### src/rtl/lcd_par_pkg.sv
`default_nettype none
// +------------------------------------------------------------------+
// | lcd_par_pkg : shared offsets, engine states and FIFO entry layout |
// | Revision    : 1.0                                                 |
// +------------------------------------------------------------------+
package lcd_par_pkg;

   localparam logic [7:0] OFF_DATA   = 8'h00;
   localparam logic [7:0] OFF_FILL   = 8'h04;
   localparam logic [7:0] OFF_DC     = 8'h08;
   localparam logic [7:0] OFF_NRST   = 8'h0C;
   localparam logic [7:0] OFF_STATUS = 8'h10;

   localparam int DATA_W = 16;
   localparam int CNT_W  = 16;

   typedef enum logic [1:0] {
      ST_IDLE = 2'd0,
      ST_LOAD = 2'd1,
      ST_LOW  = 2'd2,
      ST_HIGH = 2'd3
   } eng_state_e;

   typedef struct packed {
      logic              dc;
      logic              fill;
      logic [CNT_W-1:0]  count;
      logic [DATA_W-1:0] data;
   } fifo_entry_t;

   localparam int ENTRY_W = $bits(fifo_entry_t);

   // First beat of a pixel: on an 8-bit bus a FILL pixel starts with its high byte.
   function automatic logic [DATA_W-1:0] first_beat(input logic fill,
                                                    input logic [DATA_W-1:0] data,
                                                    input int bus_w);
      if (bus_w == 8 && fill) return {8'h00, data[15:8]};
      if (bus_w == 8)         return {8'h00, data[7:0]};
      return data;
   endfunction

endpackage
`default_nettype wire

### src/rtl/lcd_par_fifo.sv
`default_nettype none
// +------------------------------------------------------------------+
// | lcd_par_fifo : synchronous show-ahead FIFO with full/empty/level  |
// | Revision     : 1.0                                                |
// +------------------------------------------------------------------+
module lcd_par_fifo #(
   parameter  int WIDTH = 34,
   parameter  int DEPTH = 16,
   localparam int AW    = $clog2(DEPTH)
) (
   input  logic             clk,
   input  logic             resetn,
   input  logic             push,
   input  logic [WIDTH-1:0] din,
   input  logic             pop,
   output logic [WIDTH-1:0] dout,
   output logic             full,
   output logic             empty,
   output logic [AW:0]      level
);

   logic [WIDTH-1:0] mem_q [DEPTH];
   logic [AW-1:0]    wr_ptr_q, wr_ptr_d;
   logic [AW-1:0]    rd_ptr_q, rd_ptr_d;
   logic [AW:0]      level_q, level_d;

   always_comb begin
      wr_ptr_d = wr_ptr_q;
      rd_ptr_d = rd_ptr_q;
      level_d  = level_q;
      if (push) wr_ptr_d = wr_ptr_q + 1'b1;
      if (pop)  rd_ptr_d = rd_ptr_q + 1'b1;
      if (push && !pop)      level_d = level_q + 1'b1;
      else if (pop && !push) level_d = level_q - 1'b1;
   end

   always_ff @(posedge clk) begin
      if (!resetn) begin
         wr_ptr_q <= '0;
         rd_ptr_q <= '0;
         level_q  <= '0;
      end else begin
         wr_ptr_q <= wr_ptr_d;
         rd_ptr_q <= rd_ptr_d;
         level_q  <= level_d;
      end
   end

   always_ff @(posedge clk) begin
      if (push) mem_q[wr_ptr_q] <= din;
   end

   assign dout  = mem_q[rd_ptr_q];
   assign level = level_q;
   assign empty = (level_q == '0);
   assign full  = (level_q == (AW+1)'(DEPTH));

endmodule
`default_nettype wire

### src/rtl/lcd_par_writer.sv
`default_nettype none
// +------------------------------------------------------------------+
// | lcd_par_writer : memory-mapped command queue driving an 8080-style |
// |                  parallel LCD write interface                      |
// | Revision       : 1.0                                               |
// +------------------------------------------------------------------+
module lcd_par_writer
   import lcd_par_pkg::*;
#(
   parameter int BUS_W      = 8,
   parameter int FIFO_DEPTH = 16,
   parameter int WR_LOW     = 1,
   parameter int WR_HIGH    = 1
) (
   input  logic             clk,
   input  logic             resetn,
   input  logic             iomem_valid,
   output logic             iomem_ready,
   input  logic [3:0]       iomem_wstrb,
   input  logic [31:0]      iomem_addr,
   input  logic [31:0]      iomem_wdata,
   output logic [31:0]      iomem_rdata,
   output logic             nreset,
   output logic             cmd_data,
   output logic             write_edge,
   output logic [BUS_W-1:0] dout
);

   localparam int          LVL_W    = $clog2(FIFO_DEPTH) + 1;
   localparam logic [15:0] TMR_LOW  = 16'(WR_LOW - 1);
   localparam logic [15:0] TMR_HIGH = 16'(WR_HIGH - 1);

   logic              ready_q, ready_d;
   logic [31:0]       rdata_q, rdata_d;
   logic              nreset_q, nreset_d;
   logic              dc_q, dc_d;

   fifo_entry_t       push_entry, fifo_out;
   logic              fifo_push, fifo_pop, fifo_full, fifo_empty;
   logic [LVL_W-1:0]  fifo_level;

   eng_state_e        state_q;
   logic              cur_fill_q;
   logic [DATA_W-1:0] cur_data_q;
   logic [CNT_W-1:0]  pix_q;
   logic              beat_q;
   logic [15:0]       tmr_q;
   logic              write_edge_q, cmd_data_q;
   logic [BUS_W-1:0]  dout_q;

   logic [7:0]        off;
   logic              is_wr, is_push, accept, busy, two_beat;
   logic              unused_addr;

   assign unused_addr = ^iomem_addr[31:8];
   assign off         = iomem_addr[7:0];
   assign is_wr       = |iomem_wstrb;
   assign busy        = (state_q != ST_IDLE) || !fifo_empty;
   assign fifo_pop    = (state_q == ST_LOAD);
   assign two_beat    = cur_fill_q && (BUS_W == 8);

   // A full FIFO still accepts when the engine pops in the same cycle.
   always_comb begin
      is_push          = is_wr && (off == OFF_DATA || off == OFF_FILL);
      accept           = iomem_valid && !ready_q && (!is_push || !fifo_full || fifo_pop);
      fifo_push        = accept && is_push;
      push_entry.dc    = dc_q;
      push_entry.fill  = (off == OFF_FILL);
      push_entry.count = (off == OFF_FILL) ? iomem_wdata[31:16] : 16'd1;
      push_entry.data  = iomem_wdata[15:0];
      ready_d          = accept;
      rdata_d          = '0;
      nreset_d         = nreset_q;
      dc_d             = dc_q;
      if (accept && is_wr && off == OFF_DC)   dc_d     = iomem_wdata[0];
      if (accept && is_wr && off == OFF_NRST) nreset_d = iomem_wdata[0];
      if (accept && !is_wr && off == OFF_STATUS)
         rdata_d = {16'h0000, 8'(fifo_level), 6'b000000, fifo_full, busy};
   end

   always_ff @(posedge clk) begin
      if (!resetn) begin
         ready_q  <= 1'b0;
         rdata_q  <= '0;
         nreset_q <= 1'b1;
         dc_q     <= 1'b0;
      end else begin
         ready_q  <= ready_d;
         rdata_q  <= rdata_d;
         nreset_q <= nreset_d;
         dc_q     <= dc_d;
      end
   end

   lcd_par_fifo #(
      .WIDTH (ENTRY_W),
      .DEPTH (FIFO_DEPTH)
   ) u_fifo (
      .clk    (clk),
      .resetn (resetn),
      .push   (fifo_push),
      .din    (push_entry),
      .pop    (fifo_pop),
      .dout   (fifo_out),
      .full   (fifo_full),
      .empty  (fifo_empty),
      .level  (fifo_level)
   );

   always_ff @(posedge clk) begin
      if (!resetn) begin
         state_q      <= ST_IDLE;
         cur_fill_q   <= 1'b0;
         cur_data_q   <= '0;
         pix_q        <= '0;
         beat_q       <= 1'b0;
         tmr_q        <= '0;
         write_edge_q <= 1'b0;
         cmd_data_q   <= 1'b0;
         dout_q       <= '0;
      end else begin
         case (state_q)
            ST_IDLE: if (!fifo_empty) state_q <= ST_LOAD;
            ST_LOAD: begin
               cmd_data_q <= fifo_out.dc;
               cur_fill_q <= fifo_out.fill;
               cur_data_q <= fifo_out.data;
               beat_q     <= 1'b0;
               if (fifo_out.count == '0) begin
                  state_q <= ST_IDLE;
               end else begin
                  pix_q   <= fifo_out.count - 1'b1;
                  dout_q  <= BUS_W'(first_beat(fifo_out.fill, fifo_out.data, BUS_W));
                  tmr_q   <= TMR_LOW;
                  state_q <= ST_LOW;
               end
            end
            ST_LOW: begin
               if (tmr_q == '0) begin
                  write_edge_q <= 1'b1;
                  tmr_q        <= TMR_HIGH;
                  state_q      <= ST_HIGH;
               end else begin
                  tmr_q <= tmr_q - 1'b1;
               end
            end
            ST_HIGH: begin
               if (tmr_q != '0) begin
                  tmr_q <= tmr_q - 1'b1;
               end else begin
                  write_edge_q <= 1'b0;
                  if (two_beat && !beat_q) begin
                     beat_q  <= 1'b1;
                     dout_q  <= BUS_W'(cur_data_q[7:0]);
                     tmr_q   <= TMR_LOW;
                     state_q <= ST_LOW;
                  end else if (pix_q != '0) begin
                     pix_q   <= pix_q - 1'b1;
                     beat_q  <= 1'b0;
                     dout_q  <= BUS_W'(first_beat(cur_fill_q, cur_data_q, BUS_W));
                     tmr_q   <= TMR_LOW;
                     state_q <= ST_LOW;
                  end else if (!fifo_empty) begin
                     state_q <= ST_LOAD;
                  end else begin
                     state_q <= ST_IDLE;
                  end
               end
            end
            default: state_q <= ST_IDLE;
         endcase
      end
   end

   assign iomem_ready = ready_q;
   assign iomem_rdata = rdata_q;
   assign nreset      = nreset_q;
   assign cmd_data    = cmd_data_q;
   assign write_edge  = write_edge_q;
   assign dout        = dout_q;

endmodule
`default_nettype wire

### config.mk
export PLATFORM = sky130hd
export DESIGN_NAME = lcd_par_writer
export DESIGN_NICKNAME = d
export VERILOG_FILES = /design/src/rtl/lcd_par_pkg.sv /design/src/rtl/lcd_par_fifo.sv /design/src/rtl/lcd_par_writer.sv
export SDC_FILE = /design/constraint.sdc
export NUM_CORES = 1
export LEC_CHECK = 0
export ABC_AREA = 0
export BUFFER_PORTS_ARGS = -buffer_cell sky130_fd_sc_hd__buf_2
export CAP_MARGIN = 20
export CORE_MARGIN = 3
export CORE_UTILIZATION = 45
export CTS_CLUSTER_SIZE = 14
export DETAILED_ROUTE_END_ITERATION = 8
export GPL_TIMING_DRIVEN = 0
export PLACE_DENSITY = 0.76
export SYNTH_ARGS = -nofsm -noshare
export SYNTH_HDL_FRONTEND = slang
export SYNTH_HIERARCHICAL = 1
export SYNTH_SLANG_ARGS = --single-unit
### constraint.sdc
create_clock -name clk -period 3.3 [get_ports clk]
set_input_delay 0 -clock clk [delete_from_list [all_inputs] [get_ports clk]]
set_output_delay 0 -clock clk [all_outputs]
set_load 0.05 [all_outputs]
==> flow_metrics.tcl, run 1 <==
set metrics [dict create \
    outcome "complete, no violations" \
    detail_route.wirelength.met1_mm 24.4 \
    postSynthAreaPerCell_um2 17.3 \
    yosys.area_share.simple 0.0678 \
    max_cap_viol_count 0 \
    largest_family_of_logic_cells_by_synthesized_area "multiplexers" \
    area.growth.synth_to_final_pct 19.3 \
    maxSlewHeadroom 0.437 \
    p_sw_frac 0.291 \
    clk_pin_slew_worst_paths_ps 60 \
    route.top_layer_used "met4" \
    clock.fmax_mhz 309 \
    post-route-min-period_ps 3240 \
    num_vias 14800 \
    p_sw_uw 6370 \
    first_pass_grt_wire_length_mm 92.3 \
    cts.path.max_buffers 3 \
    finalHoldWorstSlack_ps 16.1 \
    multi_input_combinational_cell_area_mm2 0.00727 \
    placed_cell_area_mm2 0.0273 \
    timing.final.setup_violations 0 \
    hold_viol_final 0 \
    leakage_uw 0.00993 \
    design.final.nets 1794 \
    grt_setup_unrepaired "true" \
    grt_antenna_before_repair 0 \
    final-seq-area_mm2 0.0181 \
    dr_drc_count 0 \
    detail_route.first_pass.iterations 6 \
    worst_skew_pair_later_pin_latency_ps 600 \
    drive_above_1_share 0.285 \
    timing.final.crit_share 0.982 \
    syn-instance-count 1477 \
    hpwlAfterDp_mm 38.8 \
    synth_top_flop_cell "sky130_fd_sc_hd__edfxtp_1" \
    timing.critical_path.required_ps 3760 \
    synth-async-reset-ratio 0 \
    antennaDiodeCount 0 \
    synthAdderAreaFrac 0.00664 \
    placer_s_final_routability_congestion_estimate 0.950 \
    timing.setup.critical_path_class "flop to flop" \
    irDropWorstVdd_mv 0.649 \
    route.antenna.remaining_nets 0 \
    ctsRootBufferMaster "sky130_fd_sc_hd__clkbuf_16" \
    htreeDepth 3 \
    timing.critical_path.from_type "flop" \
    synth-compound-area-share 0.0506 \
    die-height_um 245 \
    clock_sinks 633 \
    synth_cell_type_count 71 \
    syn-cell-area_mm2 0.0256 \
    min_path_type "input port to flop" \
    yosys_warnings 6 \
    totalPowerFinal_uw 21900 \
    port-buffer-count 65 \
    power_frac_seq 0.417 \
    grt_max_degree 30 \
    layout.cell_area.non_filler_mm2 0.0305 \
    power.density_mw_per_mm2 716 \
    post_route_clock_skew_ps 28.3 \
    top_level_ports 115 \
    critPathMaxFanout 6 \
    clkPwrFrac 0.334 \
    vias_in_the_first_global_route 14900 \
    muxShareOfSynthArea 0.134 \
    p_int_uw 15500 \
    report.final.slew_viol_count 0 \
    initial_core_util 0.460 \
    crit_arrival_ps 3700 \
    routed-wl-met3_mm 5.01 \
    viasPerCell 5.90 \
    timing.critical_path.to_type "flop" \
    number_of_storage_elements_in_the_synthesis_netlist 633 \
    nFillCells 4205 \
    row_cnt 86 \
    comb_power_share 0.249 \
    xor_xnor_portion_of_the_synthesized_cell_area 0.00957 \
    synth.yosys.seq_area_share 0.707 \
    dieArea_mm2 0.0598 \
    wl_met2_mm 30.2 \
    cts_made_buffers 66 \
    width_of_the_die_um 245 \
    design.core.area_mm2 0.0557 \
    number_of_violations_reported_at_the_end_of_detailed_routing_iteration_0 1650 \
    grt.overflow.total 0 \
    cts_tree "done" \
    route.detailed.wl_per_inst_um 24.8 \
    measured_slew_at_the_worst_slew_check_pin_ps 845 \
    final_wirelength_mm 62.1 \
    synth-edff-count 544 \
    grt_use_total 0.205 \
]
-- state kept, by name, indices dropped and copies added (netlist names), named ones only --
| signal | count |
|---|---|
| write_edge | 1 |
| cmd_data | 1 |
| tmr_q | 16 |
| u_fifo/wr_ptr_q | 4 |
| cur_fill_q | 1 |
| iomem_rdata | 7 |
| nreset | 1 |
| u_fifo/level | 5 |
| beat_q | 1 |
| dc_q | 1 |
| u_fifo/rd_ptr_q | 4 |
| cur_data_q | 16 |
| dout | 8 |
| u_fifo/mem_q | 544 |
| pix_q | 16 |
| state_q | 2 |
| iomem_ready | 1 |
-- through the flow --
step / util / cells / TNS [ps] / setup slack [ps]
6_report: 0.548 / 2505 / 0 / 60.7
3_3_place_gp: 0.484 / 2314 / -750640 / -1390
4_1_cts: 0.541 / 2481 / -132 / -36.9
5_1_grt: 0.548 / 2505 / -61.1 / -22.5
3_5_place_dp: 0.490 / 2330 / -212020 / -1240
2_1_floorplan: - / 1501 / 0 / 74.3
-- critical path, stage by stage, from the launching register on --
cell                       delay, ps
sky130_fd_sc_hd__dfxtp_4         380
sky130_fd_sc_hd__buf_12          140
sky130_fd_sc_hd__buf_12          170
sky130_fd_sc_hd__buf_16          150
sky130_fd_sc_hd__mux4_2          500
sky130_fd_sc_hd__a22oi_2         220
sky130_fd_sc_hd__nand2_4         150
sky130_fd_sc_hd__a211oi_4        250
sky130_fd_sc_hd__o211ai_1        260
sky130_fd_sc_hd__o31ai_1         340
sky130_fd_sc_hd__a21oi_1         110
sky130_fd_sc_hd__o41a_1          420
-- layout make-up --
class / count / area share
sequential: 633 / 0.593
multi-input combinational: 749 / 0.238
clock buffer: 82 / 0.0574
timing repair buffer: 141 / 0.0428
tap: 748 / 0.0306
buffer: 106 / 0.0243
clock inverter: 33 / 0.0122
inverter: 13 / 0.00160
-- power by group through the flow --
stage          combinational, µW  clock, µW  sequential (µW)
2_1_floorplan               3440          0             9290
3_3_place_gp                4480          0             9260
3_5_place_dp                4580          0             9270
4_1_cts                     4980       7410             9110
5_1_grt                     5830       7740             9160
6_report                    5450       7300             9140
-- cells in the mapped netlist (12+ instances only) --
| master | count | area, µm² |
|---|---|---|
| sky130_fd_sc_hd__a211oi_1 | 13 | 97.6 |
| sky130_fd_sc_hd__a21boi_0 | 17 | 128 |
| sky130_fd_sc_hd__a21oi_1 | 28 | 140 |
| sky130_fd_sc_hd__a22oi_1 | 69 | 518 |
| sky130_fd_sc_hd__and2_1 | 53 | 332 |
| sky130_fd_sc_hd__and3_1 | 13 | 81.3 |
| sky130_fd_sc_hd__buf_1 | 12 | 45.0 |
| sky130_fd_sc_hd__buf_2 | 18 | 90.1 |
| sky130_fd_sc_hd__buf_4 | 26 | 195 |
| sky130_fd_sc_hd__clkbuf_1 | 43 | 161 |
| sky130_fd_sc_hd__dfxtp_1 | 89 | 1780 |
| sky130_fd_sc_hd__edfxtp_1 | 544 | 16300 |
| sky130_fd_sc_hd__ha_1 | 12 | 150 |
| sky130_fd_sc_hd__inv_1 | 13 | 48.8 |
| sky130_fd_sc_hd__mux2i_1 | 35 | 350 |
| sky130_fd_sc_hd__mux4_2 | 136 | 3060 |
| sky130_fd_sc_hd__nand2_1 | 109 | 409 |
| sky130_fd_sc_hd__nand3_1 | 15 | 75.1 |
| sky130_fd_sc_hd__nor2_1 | 50 | 188 |
| sky130_fd_sc_hd__nor3_1 | 27 | 135 |
| sky130_fd_sc_hd__xnor2_1 | 20 | 175 |
-- routing by layer --
layer | up-vias | global-route usage
met4 | 0 | 0.0795
met2 | 724 | 0.335
met5 | - | 0
li1 | 6301 | -
met1 | 7597 | 0.277
met3 | 145 | 0.0372
-- kinds of logic (layout without fill, tap and decap cells) --
kind of cell / after synthesis / count (layout)
XOR/XNOR: 28 / 28
multiplexers: 172 / 172
other: 1 / 25
adder cells (fa/ha/maj): 13 / 13
AO/OA/AOI/OAI: 178 / 178
AND/OR/NAND/NOR: 333 / 333
buffers and inverters: 119 / 375
flip-flops: 633 / 633
-- cells in the final DEF, fill, tap and decap left out, types with 9 or more instances in the layout --
master / n
sky130_fd_sc_hd__a22oi_2: 13
sky130_fd_sc_hd__edfxtp_1: 544
sky130_fd_sc_hd__nand2_2: 9
sky130_fd_sc_hd__mux4_2: 136
sky130_fd_sc_hd__inv_1: 13
sky130_fd_sc_hd__clkinv_1: 10
sky130_fd_sc_hd__clkbuf_16: 72
sky130_fd_sc_hd__dlygate4sd3_1: 24
sky130_fd_sc_hd__buf_4: 53
sky130_fd_sc_hd__clkbuf_2: 13
sky130_fd_sc_hd__clkbuf_1: 35
sky130_fd_sc_hd__ha_1: 11
sky130_fd_sc_hd__nand2_1: 99
sky130_fd_sc_hd__nor3_1: 21
sky130_fd_sc_hd__clkbuf_4: 12
sky130_fd_sc_hd__a22oi_1: 56
sky130_fd_sc_hd__and3_1: 12
sky130_fd_sc_hd__mux2i_1: 35
sky130_fd_sc_hd__buf_1: 9
sky130_fd_sc_hd__buf_6: 12
sky130_fd_sc_hd__nand3_1: 13
sky130_fd_sc_hd__a21oi_1: 28
sky130_fd_sc_hd__nor2_1: 45
sky130_fd_sc_hd__xnor2_1: 20
sky130_fd_sc_hd__conb_1: 25
sky130_fd_sc_hd__buf_2: 74
sky130_fd_sc_hd__and2_4: 15
sky130_fd_sc_hd__dfxtp_1: 87
sky130_fd_sc_hd__buf_12: 20
sky130_fd_sc_hd__a211oi_1: 12
sky130_fd_sc_hd__and2_1: 37
sky130_fd_sc_hd__a21boi_0: 15
-- timing repair --
| item | CTS | global route |
|---|---|---|
| pin swaps | 12 | 11 |
| endpoints found under the setup margin | 559 | 549 |
| buffers inserted | 12 | 18 |
| cloned | 0 | 6 |
| hold buffers | 24 | 0 |
| endpoints found under the hold margin | 326 | 0 |
| resized for setup | 98 | 63 |
-- path summary, 6_finish.rpt --
kind                            cells after the start                             end                       start  slack [ps]
worst max-delay path                               11          pix_q[11]$_SDFFE_PN0P_                        flop          60
worst min-delay path                                2  u_fifo/mem_q[12][27]$_DFFE_PP_             iomem_wdata[27]          20
worst max register to register                     11          pix_q[11]$_SDFFE_PN0P_                        flop          60
worst min register to register                      2      cur_data_q[2]$_SDFFE_PN0P_  cur_data_q[2]$_SDFFE_PN0P_         460
Power figures use the tool's default switching activity.
==> run 2, diff against run 1 <==
--- a/config.mk
+++ b/config.mk
@@ -9,11 +9,11 @@
 export BUFFER_PORTS_ARGS = -buffer_cell sky130_fd_sc_hd__buf_2
 export CAP_MARGIN = 20
 export CORE_MARGIN = 3
-export CORE_UTILIZATION = 45
+export CORE_UTILIZATION = 35
 export CTS_CLUSTER_SIZE = 14
 export DETAILED_ROUTE_END_ITERATION = 8
 export GPL_TIMING_DRIVEN = 0
-export PLACE_DENSITY = 0.76
+export PLACE_DENSITY = 0.64
 export SYNTH_ARGS = -nofsm -noshare
 export SYNTH_HDL_FRONTEND = slang
 export SYNTH_HIERARCHICAL = 1
==> flow_metrics.tcl, run 2 (synthesized netlist as in run 1, its figures left out) <==
set metrics [dict create \
    outcome "complete, no violations" \
    grt.met3_usage 0.0316 \
    max_cap_viol_count 0 \
    global_route.usage.met2 0.257 \
    placer_s_final_routability_congestion_estimate 0.924 \
    leakage_uw 0.00983 \
    viasPerCell 5.33 \
    dieArea_mm2 0.0765 \
    post_route_clock_skew_ps 21.3 \
    grt.overflow.total 0 \
    timing.critical_path.from_type "flop" \
    cts.path.max_buffers 3 \
    drive_above_1_share 0.270 \
    timing.final.setup_violations 0 \
    design.final.nets 1783 \
    route.antenna.remaining_nets 0 \
    cts_tree "done" \
    irDropWorstVdd_mv 0.430 \
    most-common-layout-cells "544 x sky130_fd_sc_hd__edfxtp_1, 136 x sky130_fd_sc_hd__mux4_2, 99 x sky130_fd_sc_hd__nand2_1" \
    crit_chain "buf_12 > buf_12 > buf_12 > mux4_2 > a22oi_2 > nand2_4 > nor4_4 > nand3_4 > o21ai_4 > buf_4 > nor4b_1 > o41a_1" \
    ctsRootBufferMaster "sky130_fd_sc_hd__clkbuf_16" \
    mostFrequentLayoutCell "sky130_fd_sc_hd__edfxtp_1" \
    crit_path_frequent_cell "sky130_fd_sc_hd__buf_12" \
    finish.cell_count_without_fillers 2702 \
    report.final.slew_viol_count 0 \
    grt_antenna_before_repair 1 \
    timing.final.crit_share 0.971 \
    grt_use_met1 0.218 \
    largest_register_ff_count 544 \
    cts_made_buffers 68 \
    route.detailed.wl_per_inst_um 22.9 \
    die-height_um 277 \
    timing.critical_path.to_type "flop" \
    initial_core_util 0.356 \
    critPathMaxFanout 10 \
    slowest_delay_ps 510 \
    first_pass_grt_wire_length_mm 93.0 \
    row_cnt 98 \
    totalPowerFinal_uw 21600 \
    number_of_violations_reported_at_the_end_of_detailed_routing_iteration_0 1361 \
    num_vias 14400 \
    worst_skew_pair_later_pin_latency_ps 610 \
    critPathSlowestCell "sky130_fd_sc_hd__mux4_2" \
    vias_in_the_first_global_route 14700 \
    htreeDepth 3 \
    grt_use_total 0.160 \
    grt_max_degree 27 \
    min_path_type "input port to flop" \
    finalHoldWorstSlack_ps 4.13 \
    area.growth.synth_to_final_pct 19.3 \
    placement.setup.worst_slack_ps -1360 \
    grt_busiest_layer "met2" \
    detail_route.first_pass.iterations 6 \
    dpl.cell_count 2532 \
    clock_sinks 633 \
    hpwlAfterDp_mm 39.8 \
    width_of_the_die_um 277 \
    timing.critical_path.required_ps 3780 \
    maxSlewHeadroom 0.468 \
    post-route-min-period_ps 3200 \
    timing.setup.critical_path_class "flop to flop" \
    port-buffer-count 65 \
    hold_viol_final 0 \
    nFillCells 6313 \
    design.core.area_mm2 0.0720 \
    measured_slew_at_the_worst_slew_check_pin_ps 797 \
    final_ws_setup_ps 96.0 \
    clock.fmax_mhz 312 \
    registers.top_by_ff_count "u_fifo/mem_q" \
    final_wirelength_mm 61.8 \
    dr_drc_count 0 \
    crit_arrival_ps 3680 \
    top_level_ports 115 \
    power.density_mw_per_mm2 708 \
    clk_pin_slew_worst_paths_ps 60 \
]
## run 2: changes by cell type in the layout (fill, tap and decap cells not counted), moves of 3 or more
cell,change
sky130_fd_sc_hd__dlygate4sd3_1,+7
sky130_fd_sc_hd__buf_6,-3
sky130_fd_sc_hd__clkbuf_16,-3
sky130_fd_sc_hd__a22oi_2,-4
sky130_fd_sc_hd__buf_4,-9
sky130_fd_sc_hd__clkinv_1,+4
sky130_fd_sc_hd__clkbuf_4,-8
sky130_fd_sc_hd__a22oi_1,+4
sky130_fd_sc_hd__buf_16,-5
sky130_fd_sc_hd__buf_8,+3
## run 2: stage by stage
stage | instance area, µm² | setup TNS (ps) | util
after global placement | 27200 | -849380 | 0.378
after CTS | 30400 | 0 | 0.422
final | 30600 | 0 | 0.425
after detailed placement | 27600 | -260720 | 0.383
after floorplan | 25700 | 0 | -
after global routing | 30600 | -17.3 | 0.425
## run 2: final timing paths
check	cells after the start	slack, ps	from	to
min reg2reg	2	460	cur_data_q[5]$_SDFFE_PN0P_	cur_data_q[5]$_SDFFE_PN0P_
max reg2reg	12	100	flop	pix_q[11]$_SDFFE_PN0P_
min	4	4	iomem_valid	iomem_ready$_SDFF_PN0_
max	12	100	flop	pix_q[11]$_SDFFE_PN0P_
## run 2: area by class of cell
type | instances | area [µm²] | share of cell area
Sequential cell | 633 | 18100 | 0.593
Multi-Input combinational cell | 749 | 7220 | 0.236
Clock buffer | 86 | 1800 | 0.0589
Tap cell | 950 | 1190 | 0.0389
Timing Repair Buffer | 128 | 1080 | 0.0355
Buffer | 106 | 734 | 0.0240
Clock inverter | 36 | 362 | 0.0118
Inverter | 13 | 48.8 | 0.00160
Antenna cell | 1 | 2.50 | 0.0000819
## run 2: critical path, delay by kind of cell, from the launching register on
kind            cells  cell delay (ps)
compound gates      3              830
simple gates        4              740
flops               1              350
buf+inv             4              630
mux                 1              510
## run 2: repair_timing
action | CTS | global route
setup endpoints to repair | 584 | 397
resized for setup | 88 | 50
endpoints found under the hold margin | 391 | 0
hold buffers | 31 | 0
cloned | 0 | 0
pin swaps | 10 | 10
setup buffers | 7 | 8
## run 2: power by group
part	switching [µW]	internal (µW)
combinational	2940	2200
sequential	251	8870
clock	3140	4230
## run 2: routing by layer
layer	vias to the layer above	routed length, µm
met1	7419	25700
met2	583	29200
met4	0	2080
li1	6286	-
met3	103	4790
met5	-	0
